`src/rtl/calc_op_ctrl.sv`:
```
// Operator/sequence controller for a two-operand keypad calculator.
// Synchronises the key strobe, lets the entry path settle, then drives an A/op/B/= FSM.
module calc_op_ctrl #(
    parameter int SETTLE = 2,
    parameter int W      = 8
) (
    input  logic         clk,
    input  logic         reset,
    input  logic         key_valid,
    input  logic [3:0]   key_value,
    input  logic [W-1:0] entry,
    output logic         entry_clr,
    output logic [W-1:0] result,
    output logic         overflow,
    output logic         show_result,
    output logic         op_sub,
    output logic [1:0]   state
);

    typedef enum logic [1:0] {
        S_A   = 2'd0,
        S_B   = 2'd1,
        S_RES = 2'd2
    } state_t;

    localparam int CW = (SETTLE > 1) ? $clog2(SETTLE) : 1;

    logic          r_sync1, r_sync2, r_sync_d;
    logic          r_pending;
    logic [CW-1:0] r_cnt;
    logic [3:0]    r_key;
    state_t        r_state, w_state_n;
    logic [W-1:0]  r_entry_q, w_entry_q_n;
    logic [W-1:0]  r_opa, w_opa_n;
    logic [W-1:0]  r_result, w_result_n;
    logic          r_overflow, w_overflow_n;
    logic          r_op_sub, w_op_sub_n;
    logic          r_entry_clr, w_entry_clr_n;
    logic          w_event, w_act;
    logic [W-1:0]  w_sum;
    logic          w_sum_ovf;

    assign w_event = r_sync2 & ~r_sync_d;
    assign w_act   = r_pending && (r_cnt == '0);

    // Key capture: the counter runs SETTLE-1..0 so the key is acted on SETTLE cycles after capture.
    always_ff @(posedge clk or negedge reset) begin
        if (!reset) begin
            r_sync1   <= 1'b0;
            r_sync2   <= 1'b0;
            r_sync_d  <= 1'b0;
            r_pending <= 1'b0;
            r_cnt     <= '0;
            r_key     <= '0;
        end else begin
            r_sync1  <= key_valid;
            r_sync2  <= r_sync1;
            r_sync_d <= r_sync2;
            if (w_event && !r_pending) begin
                r_pending <= 1'b1;
                r_key     <= key_value;
                r_cnt     <= CW'(SETTLE - 1);
            end else if (r_pending) begin
                if (r_cnt == '0) r_pending <= 1'b0;
                else             r_cnt     <= r_cnt - 1'b1;
            end
        end
    end

    always_comb begin
        w_sum     = r_op_sub ? (r_opa - r_entry_q) : (r_opa + r_entry_q);
        w_sum_ovf = r_op_sub ? ((r_opa[W-1] != r_entry_q[W-1]) && (w_sum[W-1] != r_opa[W-1]))
                             : ((r_opa[W-1] == r_entry_q[W-1]) && (w_sum[W-1] != r_opa[W-1]));
    end

    always_comb begin
        // NOTE: every next-value gets a hold default first so no path can infer a latch.
        w_state_n     = r_state;
        w_entry_q_n   = r_entry_q;
        w_opa_n       = r_opa;
        w_result_n    = r_result;
        w_overflow_n  = r_overflow;
        w_op_sub_n    = r_op_sub;
        w_entry_clr_n = 1'b0;
        if (r_state != S_A && r_state != S_B && r_state != S_RES) begin
            w_state_n = S_A;
        end else if (w_act) begin
            case (r_key)
                4'h0, 4'h1, 4'h2, 4'h3, 4'h4, 4'h5, 4'h6, 4'h7, 4'h8, 4'h9: begin
                    if (r_state == S_RES) begin
                        w_entry_clr_n = 1'b1;
                        w_entry_q_n   = '0;
                        w_overflow_n  = 1'b0;
                        w_state_n     = S_A;
                    end else begin
                        w_entry_q_n = entry;
                    end
                end
                4'hA, 4'hB: begin
                    w_op_sub_n = (r_key == 4'hB);
                    if (r_state != S_B) begin
                        // From S_RES the previous result becomes operand A (chaining).
                        w_opa_n       = (r_state == S_RES) ? r_result : r_entry_q;
                        w_entry_q_n   = '0;
                        w_entry_clr_n = 1'b1;
                        w_overflow_n  = (r_state == S_RES) ? 1'b0 : r_overflow;
                        w_state_n     = S_B;
                    end
                end
                4'hC: begin
                    w_entry_q_n   = '0;
                    w_opa_n       = '0;
                    w_result_n    = '0;
                    w_overflow_n  = 1'b0;
                    w_op_sub_n    = 1'b0;
                    w_entry_clr_n = 1'b1;
                    w_state_n     = S_A;
                end
                4'hF: begin
                    if (r_state == S_B) begin
                        w_result_n    = w_sum;
                        w_overflow_n  = w_sum_ovf;
                        w_entry_clr_n = 1'b1;
                        w_state_n     = S_RES;
                    end else if (r_state == S_A) begin
                        w_result_n    = r_entry_q;
                        w_overflow_n  = 1'b0;
                        w_entry_clr_n = 1'b1;
                        w_state_n     = S_RES;
                    end
                end
                default: ;
            endcase
        end
    end

    always_ff @(posedge clk or negedge reset) begin
        if (!reset) begin
            r_state     <= S_A;
            r_entry_q   <= '0;
            r_opa       <= '0;
            r_result    <= '0;
            r_overflow  <= 1'b0;
            r_op_sub    <= 1'b0;
            r_entry_clr <= 1'b0;
        end else begin
            r_state     <= w_state_n;
            r_entry_q   <= w_entry_q_n;
            r_opa       <= w_opa_n;
            r_result    <= w_result_n;
            r_overflow  <= w_overflow_n;
            r_op_sub    <= w_op_sub_n;
            r_entry_clr <= w_entry_clr_n;
        end
    end

    assign entry_clr   = r_entry_clr;
    assign result      = r_result;
    assign overflow    = r_overflow;
    assign op_sub      = r_op_sub;
    assign state       = r_state;
    assign show_result = (r_state == S_RES);

endmodule
```
`config.mk`:
```
export PLATFORM = sky130hd
export DESIGN_NAME = calc_op_ctrl
export DESIGN_NICKNAME = d
export VERILOG_FILES = /design/src/rtl/calc_op_ctrl.sv
export SDC_FILE = /design/constraint.sdc
export NUM_CORES = 1
export LEC_CHECK = 0
export CAP_MARGIN = 25
export CORE_UTILIZATION = 55
export CTS_BUF_LIST = sky130_fd_sc_hd__clkbuf_4 sky130_fd_sc_hd__clkbuf_8
export CTS_CLUSTER_SIZE = 12
export DETAILED_ROUTE_END_ITERATION = 10
export GPL_TIMING_DRIVEN = 0
export HOLD_SLACK_MARGIN = 0.12
export PLACE_DENSITY_LB_ADDON = 0.2
export SYNTH_ARGS = -nofsm -noshare
export SYNTH_HDL_FRONTEND = slang
export SYNTH_SLANG_ARGS = --single-unit
```
`constraint.sdc`:
```
create_clock -name clk -period 5.8 [get_ports clk]
set_input_delay 0.58 -clock clk [delete_from_list [all_inputs] [get_ports clk]]
set_output_delay 0.58 -clock clk [all_outputs]
set_load 0.005 [all_outputs]
```
==> flow_summary.ini <==
[grt]
busiest_layer = met2
grt_pass1_wl_mm = 9.04
overflow = 0
use_met3_pct = 6.94
use_met2_pct = 44.6
grt_pass1_vias = 1927
grt_usage_pct = 28.8
grt_max_degree = 39
met1_usage_pct = 36.9
antenna_found_initial = 0

[timing]
rsz0062_at_grt = no
fin_ws_ns = 2.97
min_period_ns = 2.83
skew_ns = 0.00812
final_max_slew_viol_count = 0
holdWs_ns = 0.355
setup_tns_ns = 0
finalSetupViolations = 0
hold_viol = 0
tightestPinTransition_ns = 0.823
max_freq_mhz = 353
fin_crit_sh_pct = 48.8
slew_headroom_pct = 45.1

[synthesis]
avgSynthCellArea_sq_um = 9.32
synth_mux_area_share_pct = 5.48
syn-num-nets = 264
post_synth_fa_ha_maj_area_fraction_pct = 5.37
yosysWarnings = 0
synth_compound_area_share_pct = 19.3
synth-async-reset-ratio_pct = 100
synth_area_sq_mm = 0.00224
syn_inst = 240
synth-seq-cells = 38
synth-xor-area-share_pct = 5.26
ys_types = 46
synth_edf_count = 0
yosys.area_share.simple_pct = 17.7
ys_seq_area_share_pct = 42.5
synth-main-ff-cell = dfrtp_1
synth_top_family_by_area = compound AO/OA/AOI/OAI gates

[run]
maxCapViolCount = 0

[pwr]
p_seq_share_pct = 31.8
p_per_area_mw_per_mm2 = 482
comb_power_share_pct = 53.2
irDropWorstVdd_v = 0.000281
clockPowerShare_pct = 15.0
p_int_w = 0.000756
swShare_pct = 41.3
power_switching_w = 0.000531
power.leakage_nw = 1.17

[worst_setup_path]
cp-startpoint = r_entry_q[0]$_DFFE_PN0P_
required_ns = 5.98
cp_top_family = compound AO/OA/AOI/OAI gates
cp_max_fo = 6
critPathMaxStageDelay_ns = 0.49
cp_data_arrival_time_ns = 3.01
worst_setup_path_end_kind = flop
crit_cells = 11
r2r_start = r_entry_q[0]$_DFFE_PN0P_
worstSetupStartpointType = flop
critPathBufInv = 2
cp_slowest_cell = dfrtp_1
path_cells = inv_1 > ha_1 > mux2_2 > inv_1 > ha_1 > nor2b_1 > o2111ai_1 > a21oi_1 > or4_1 > a21oi_1 > o21ai_1
crit_type = reg2reg
reg2reg_depth = 11

[place]
portBuffers = 28
dpl_cell_area_sq_mm = 0.00257
dp_hpwl_mm = 3.70
pre_cts_slack_ns = 3.03
gp_congestion = 0.904

[clock_tree]
cts_hold_buf = 0
numCtsBuffers = 5
cts_resized = 0
cts_sinks = 38
clock_latency_ns = 0.30
htreeDepth = 2
postCtsSetupBuffers = 0
clk_pin_slew_ns = 0.07
cts_tree = done
root_buffer = clkbuf_8
clock_path_buffers = 2

[routing]
post_drt_wl_per_cell_microns = 16.0
drt_drc_violations_left = 0
routed_wl_mm = 5.19
dr.first_iter.drc_count = 159
postRouteAntennaNets = 0
vias_per_cell = 5.90
vias = 1916
drtPass1Iterations = 4

[layout]
diodes = 0
layout_common_cells = nand2_1, dfrtp_1, clkdlybuf4s50_1
nFillCells = 294
fin_nets = 300
syn2layout_area_growth_pct = 19.6
final_util_pct = 70.9
final_area_sq_mm = 0.00267
drive_above_1_share_pct = 12.3

[worst_hold_path]
hp-class = reg2reg
hp-start = r_sync1$_DFF_PN0_
whs_path_depth = 0

[die]
core_sq_mm = 0.00377
fp.dieW_microns = 65.8
dieArea_sq_mm = 0.00432
ios = 29
dieHeight_microns = 65.8
row_count = 22
start_util_pct = 59.3

[outcome]
status = finished clean
[worst paths after layout]
kind,end,slack (ns)
hold / removal,r_sync2$_DFF_PN0_,0.36
hold reg to reg,r_sync2$_DFF_PN0_,0.36
setup / recovery,result[7]$_DFFE_PN0P_,2.97
max in group asynchronous,r_entry_q[2]$_DFFE_PN0P_,4.91
setup reg to reg,result[7]$_DFFE_PN0P_,2.97
min in group asynchronous,entry_clr$_DFF_PN0_,0.37
[area by class of cell]
cell class	count	area [sq um]	share of cell area, %
inverters	13	48.8	1.82
clock buffers	6	82.6	3.09
repair buffers	29	283	10.6
well taps	48	60.1	2.25
multi-input cells	178	1190	44.5
plain buffers	11	47.5	1.78
clock inverters	2	12.5	0.468
flip-flops and latches	38	951	35.6
[cell families after synthesis]
family          Yosys count
xor+xnor                 11
buf+inv                  24
compound gates           66
flops                    38
simple gates             81
fa+ha+maj                 9
mux                      11
[routing by layer]
| metal | share of wire, % | vias to the layer above |
|---|---|---|
| met4 | 1.6 | 0 |
| met2 | 46 | 78 |
| met1 | 44 | 906 |
| met3 | 7.9 | 7 |
| met5 | 0 | - |
| li1 | - | 925 |
[power groups by stage]
| stage | Sequential, W | Clock (W) | Combinational, W |
|---|---|---|---|
| after floorplan | 0.000391 | 0 | 0.000522 |
| after global routing | 0.000419 | 0.000208 | 0.000773 |
| after global placement | 0.000408 | 0 | 0.000649 |
| final | 0.000410 | 0.000193 | 0.000686 |
| after detailed placement | 0.000412 | 0 | 0.000673 |
| after CTS | 0.000409 | 0.000194 | 0.000678 |
[state kept, by name, summed over array words and instances (netlist names)]
name       flops
r_sync2        1
r_pending      1
r_cnt          1
r_sync1        1
r_sync_d       1
result         8
entry_clr      1
overflow       1
state          2
r_opa          8
op_sub         1
r_key          4
r_entry_q      8
[stage by stage]
step                      total power, W  cells
after floorplan                 0.000913    240
after global placement           0.00106    316
after detailed placement         0.00109    316
after CTS                        0.00128    324
after global routing             0.00140    325
final                            0.00129    325
[cells in the mapped netlist (3+ instances only)]
library cell | n | area, sq um
a21o_1 | 3 | 22.5
a21oi_1 | 21 | 105
a22o_1 | 8 | 70.1
a31oi_1 | 4 | 25.0
buf_2 | 5 | 25.0
clkbuf_1 | 6 | 22.5
dfrtp_1 | 38 | 951
ha_1 | 8 | 100
inv_1 | 12 | 45.0
mux2_2 | 10 | 113
nand2_1 | 38 | 143
nand2b_1 | 5 | 31.3
nand4_1 | 3 | 18.8
nor2_1 | 12 | 45.0
nor2b_1 | 4 | 25.0
nor3_1 | 4 | 20.0
nor3b_1 | 3 | 22.5
o21ai_0 | 9 | 45.0
o21ai_1 | 3 | 15.0
o221ai_1 | 3 | 26.3
o31ai_1 | 4 | 30.0
xnor2_1 | 7 | 61.3
Power figures use the tool's default switching activity.
